===== src/rtl/sqd.sv =====
// Byte-stream sequence detector for AA AA FF CF with a one-cycle registered detection pulse
// and a registered accept strobe.
module sqd (
   input  logic       clk,
   input  logic       reset,
   input  logic       enable,
   input  logic       data_valid_in,
   input  logic [7:0] data_in,
   output logic       detected_out,
   output logic       data_valid_out
);

   localparam logic [7:0] ByteA = 8'hAA;
   localparam logic [7:0] ByteF = 8'hFF;
   localparam logic [7:0] ByteC = 8'hCF;

   typedef enum logic [1:0] {
      StIdle = 2'd0,
      StS1   = 2'd1,
      StS2   = 2'd2,
      StS3   = 2'd3
   } state_e;

   state_e state_q, state_d;
   logic   detected_q, detected_d;
   logic   data_valid_q, data_valid_d;
   logic   accept;

   assign accept = enable & data_valid_in;

   always_comb begin
      state_d      = state_q;
      detected_d   = 1'b0;
      data_valid_d = accept;
      if (accept) begin
         unique case (state_q)
            StIdle: state_d = (data_in == ByteA) ? StS1 : StIdle;
            StS1:   state_d = (data_in == ByteA) ? StS2 : StIdle;
            StS2: begin
               if (data_in == ByteF) begin
                  state_d = StS3;
               end else if (data_in == ByteA) begin
                  state_d = StS2;
               end else begin
                  state_d = StIdle;
               end
            end
            StS3: begin
               // A terminating CF never seeds a new match; only AA restarts one.
               if (data_in == ByteC) begin
                  state_d    = StIdle;
                  detected_d = 1'b1;
               end else if (data_in == ByteA) begin
                  state_d = StS1;
               end else begin
                  state_d = StIdle;
               end
            end
            default: state_d = StIdle;
         endcase
      end
   end

   always_ff @(posedge clk or posedge reset) begin
      if (reset) begin
         state_q      <= StIdle;
         detected_q   <= 1'b0;
         data_valid_q <= 1'b0;
      end else begin
         state_q      <= state_d;
         detected_q   <= detected_d;
         data_valid_q <= data_valid_d;
      end
   end

   assign detected_out   = detected_q;
   assign data_valid_out = data_valid_q;

endmodule


===== config.mk =====
export PLATFORM = sky130hd
export DESIGN_NAME = sqd
export DESIGN_NICKNAME = d
export VERILOG_FILES = /design/src/rtl/sqd.sv
export SDC_FILE = /design/constraint.sdc
export NUM_CORES = 1
export LEC_CHECK = 0
export BUFFER_PORTS_ARGS = -buffer_cell sky130_fd_sc_hd__buf_4
export CORE_AREA = 2 2 39 41
export DETAILED_ROUTE_END_ITERATION = 8
export DIE_AREA = 0 0 41 43
export PLACE_DENSITY = 0.5
export REMOVE_ABC_BUFFERS = 1
export SLEW_MARGIN = 20
export SYNTH_ARGS = -nofsm -noshare
export SYNTH_HDL_FRONTEND = slang
export SYNTH_SLANG_ARGS = --single-unit

===== constraint.sdc =====
create_clock -name clk -period 1.2 [get_ports clk]
set_input_delay 0 -clock clk [delete_from_list [all_inputs] [get_ports clk]]
set_output_delay 0 -clock clk [all_outputs]
set_load 0.02 [all_outputs]

==> run metrics, run 1 <==
status=complete, no violations; met2 Use GR=10.3%; vias in the first global route=250; Clock Path Buffers=2; Critical Path Fanout Max=2; Num CTS Buffers=3; worst skew pair latency=0.24 ns; Wirelength per Cell=9.33 um; syn avg cell area=between 9 and 10 sq um; minimum clock period=1.11 ns; FP Rows=14; # clock sinks=4; Worst slew margin=75.5%; RSZ-0062 raised after global routing=false; CTS tree=built; maximum clock rate=0.901 GHz; Lkg Pwr=0.000199 uW; Worst setup EP type=flop; worst-margin pin slew=0.364 ns; Pwr per Cell Area=933 nW/um^2; Synth cell types=11; crit path DAT=between 1 and 1.5 ns; switching component of the power=slightly above 90 uW; antenna violations before repair=0; initial DRC count=2; Routability Congestion=0.792; CTS root buffer=clkbuf_4; starting density of the core=16.5%; Die Height=43 um; Final TNS setup=0 ns; via count=260; CP required=1.37 ns; # Post-CTS Setup Buffers=0; final net count=59; register area share after synthesis=a little over two fifths; Top Usage Layer GRT=met1; Pint=roughly 290 uW; Hold WC Path Type=input port to flop; core area=1380 sq um; most common cell after layout, fill and taps aside=buf_4; area delta synth->final=76.5%; count of pins over their slew limit=0; number of port buffers=13; H-tree levels=1; critical path type=flop to flop; via/cell ratio=~4.3; met1 Use GR=10.4%; type of element launching the critical path=flop; Diodes inserted=0; yosys warns=0; drt drc=0; Util after Layout=29.2%; most frequent cells in the layout=15 x buf_4, 5 x a21oi_1, 4 x inv_1, 4 x dfrtp_1; hpwl dp=between 400 and 500 um; met3 Usage GRT=under 10%; Max Cap Viol=0; cts repair resizes=0; layout cells sized above 1=44.4%; Reg power frac=36.7%; Mapped Area=229 sq um; first-pass detailed-route iteration total=2; io pins=14; GR Overflow Total=0; Global Route Usage Sum=a little under a tenth; largest net degree at the start of global routing=6; clock-pin slew on the worst setup and hold paths=0.04 ns; Sw Share=24.2%; Routed Antenna Nets=0; Final Hold Fails=0; Finish-stage setup viols=0; maximum VDD drop=0.354 mV; Cells after Synth=25; Clock Power Share=a little under half; Post-Route WL=569 um; first-pass GRT wire length=972 um; die area=1760 sq um; Yosys reg bits=4; Final Cycle Share=92.5%; clock skew=0.00278 ns; Die X=just over 40 um; Combinational Power Share=15.9%
## metrics by stage
step / total power, uW / worst slack [ns] / instance area (sq um) / hold WS [ns] / std cells
after floorplan: 155 / 0.157 / 229 / -0.234 / 25
after global placement: 195 / 0.125 / 362 / -0.0986 / 56
after detailed placement: 195 / 0.0971 / 362 / -0.0950 / 56
after CTS: 388 / 0.0948 / 404 / 0.0384 / 61
after global routing: 401 / 0.00378 / 404 / 0.0574 / 61
final: 377 / 0.0905 / 404 / 0.0469 / 61
## what timing repair did
| action | 4_1_cts | 5_1_grt |
|---|---|---|
| endpoints found under the setup margin | 0 | 0 |
| endpoints found under the hold margin | 5 | 0 |
| hold buffers | 2 | 0 |
## state kept, by name, indices dropped and copies added, names as in the netlist
| signal | count |
|---|---|
| state_q | 2 |
| detected_out | 1 |
| data_valid_out | 1 |
## kinds of logic after synthesis
| logic type | count (synthesis) | synth area share, % |
|---|---|---|
| compound gates | 6 | 13.7 |
| buf+inv | 4 | 6.56 |
| simple gates | 11 | 36.1 |
| flops | 4 | 43.7 |
## synthesized netlist by cell type
library cell  count  area share (%)
a21oi_1           5              11
nand4b_4          1              10
nor2_1            1             1.6
nand2b_1          1             2.7
o22ai_1           1             2.7
nand4_1           2             5.5
nand2_1           3             4.9
nor4_1            2             5.5
inv_1             4             6.6
dfrtp_1           4              44
nor4_2            1             5.5
## layout make-up
cell class	instances	area (sq um)
clock buffers	3	22.5
fillers	161	980
multi-input cells	17	114
well taps	16	20.0
inverters	4	15.0
flip-flops and latches	4	100
repair buffers	17	133
## metal layers
layer  up-vias  routed length [um]
met5         -                   0
met4         0                  28
met3         5                  61
met2        13                 244
met1       109                 234
li1        133                   -
## path summary, 6_finish.rpt
path	from	to	slack [ns]	cells past startpoint
hold / removal	data_in[7]	detected_out	0.05	3
min in group asynchronous	reset	detected_out	0.20	3
setup reg to reg	state_q[1]	state_q[1]	0.09	4
max in group asynchronous	reset	state_q[0]	0.84	3
hold reg to reg	state_q[1]	detected_out	0.56	2
setup / recovery	state_q[1]	state_q[1]	0.09	4
## power groups by stage
| stage | clock network, uW | registers [uW] | logic, uW |
|---|---|---|---|
| 5_1_grt | 197 | 138 | 65.7 |
| 4_1_cts | 189 | 138 | 60.7 |
| 3_5_place_dp | 0 | 140 | 55.4 |
| 2_1_floorplan | 0 | 143 | 12.9 |
| 6_report | 179 | 138 | 59.8 |
| 3_3_place_gp | 0 | 140 | 55.4 |
## critical path, cell delays in order, from the launching register on
cell,delay (ns)
dfrtp_1,0.34
nand4_1,0.10
nor4_1,0.35
a21oi_1,0.08
a21oi_1,0.16
Note: power is estimated with default switching activity, not from simulation.
==> inputs of run 2 (changes only) <==
==> constraint.sdc (replaced) <==
create_clock -name clk -period 1.2 [get_ports clk]
set_input_delay 0.18 -clock clk [delete_from_list [all_inputs] [get_ports clk]]
set_output_delay 0.18 -clock clk [all_outputs]
set_load 0.02 [all_outputs]
==> run 2 against run 1 <==
Effect of this change:
- sequential share of layout area increased by 0.23 points
- flip-flop and latch count did not move
- sequential power about the same
- combinational power shrank 3.8%
- register-to-register slack got worse by 0.06 ns
- clock-buffer cell count unchanged
- core utilization shrank 0.27 points
- non-clock buffer count down 1
==> run metrics, run 2 (same netlist as run 1, synthesis figures left out) <==
max reg flops=2; Hold WC Path Type=input port to flop; Diodes inserted=0; worst skew pair latency=roughly 0.23 ns; Biggest register=state_q; status=complete, no violations; maximum VDD drop=0.281 mV; Final Cycle Share=just under 100%; largest net degree at the start of global routing=6; Pwr per Cell Area=898 nW/um^2; CP required=1.34 ns; Tot Pwr=~360 uW; via/cell ratio=4.18; clock skew=0.00166 ns; Util after Layout=approximately 29%; Worst setup EP type=flop; vias in the first global route=254; CTS tree=built; via count=251; critical path type=flop to flop; clock-pin slew on the worst setup and hold paths=roughly 0.040 ns; Finish-stage setup viols=0; Routability Congestion=0.789; io pins=14; maximum clock rate=0.856 GHz; most common cell after layout, fill and taps aside=buf_4; Global Route Usage Sum=8.15%; Num CTS Buffers=3; type of element launching the critical path=flop; first-pass detailed-route iteration total=4; most frequent cells in the layout=15 x buf_4, 5 x a21oi_1, 4 x inv_1, 4 x dfrtp_1; number of port buffers=13; layout cells sized above 1=47.7%; drt drc=0; first-pass GRT wire length=890 um; Max Cap Viol=0; pre-CTS setup slack=0.0178 ns; Lkg Pwr=0.000195 uW; initial DRC count=3; WHS=0.130 ns; core area=1380 sq um; crit path DAT=1.31 ns; Wirelength per Cell=between 9 and 10 um; CTS root buffer=clkbuf_4; worst-margin pin slew=about 0.32 ns; H-tree levels=1; final net count=between 50 and 60; starting density of the core=16.5%; Die X=41 um; Die Height=43 um; Final TNS setup=0 ns; Final Worst Setup Slack=0.0311 ns; die area=~1800 sq um; GR Overflow Total=0; Worst slew margin=78.7%; Routed Antenna Nets=0; area delta synth->final=74.9%; max incr delay on CP=0.35 ns; Post-Route WL=566 um; minimum clock period=1.17 ns; Clock Path Buffers=2; antenna violations before repair=0; worst path cell trace=nand4_1 > nor4_2 > a21oi_1 > o22ai_1; Worst path slowest cell=dfrtp_1; Final Hold Fails=0; count of pins over their slew limit=0; # Post-CTS Setup Buffers=0; RSZ-0062 raised after global routing=true; FP Rows=14; Critical Path Fanout Max=2; # clock sinks=4
run 2: report_power, final:
part / leakage, uW / internal [uW] / total [uW] / switching (uW)
combinational: 0.000126 / 33.7 / 57.5 / 23.8
clock: 0.0000138 / 112 / 164 / 52.1
sequential: 0.0000548 / 138 / 138 / 0.641
total: 0.000195 / 283 / 360 / 76.6
run 2: path summary, 6_finish.rpt:
kind                            startpoint      endpoint  slack (ns)  cells after the start
worst max register to register  state_q[1]    state_q[0]        0.03                      4
worst min register to register  state_q[1]  detected_out        0.62                      2
max in group asynchronous            reset  detected_out        0.66                      3
worst min-delay path            data_in[5]  detected_out        0.13                      2
min in group asynchronous            reset    state_q[1]        0.39                      3
worst max-delay path            state_q[1]    state_q[0]        0.03                      4
run 2: area by class of cell:
| cell class | instances | area [sq um] |
|---|---|---|
| Clock buffer | 3 | 22.5 |
| Fill cell | 155 | 983 |
| Inverter | 4 | 15.0 |
| Multi-Input combinational cell | 17 | 120 |
| Sequential cell | 4 | 100 |
| Tap cell | 16 | 20.0 |
| Timing Repair Buffer | 16 | 123 |
run 2: layer usage:
| layer | wire (um) | vias to the layer above | GRT usage [%] |
|---|---|---|---|
| met3 | 29 | 2 | 0 |
| met4 | 22 | 0 | 12.0 |
| met2 | 277 | 10 | 11.3 |
| met5 | 0 | - | 0 |
| li1 | - | 129 | - |
| met1 | 236 | 110 | 8.74 |
run 2: timing repair:
| action | CTS | global route |
|---|---|---|
| hold endpoints to repair | 4 | 0 |
| resized for setup | 0 | 1 |
| endpoints found under the setup margin | 0 | 2 |
| hold buffers | 1 | 0 |
run 2: worst max-delay path, delay by kind of cell, from the launching register on:
kind | cells | cell delay (ns)
and+or+nand+nor | 2 | 0.47
DFF | 1 | 0.35
AOI/OAI and AO/OA | 2 | 0.27
run 2: through the flow:
step           std cells  area [sq um]
3_3_place_gp          56           362
6_report              60           400
2_1_floorplan         25           229
4_1_cts               60           394
5_1_grt               60           400
3_5_place_dp          56           362
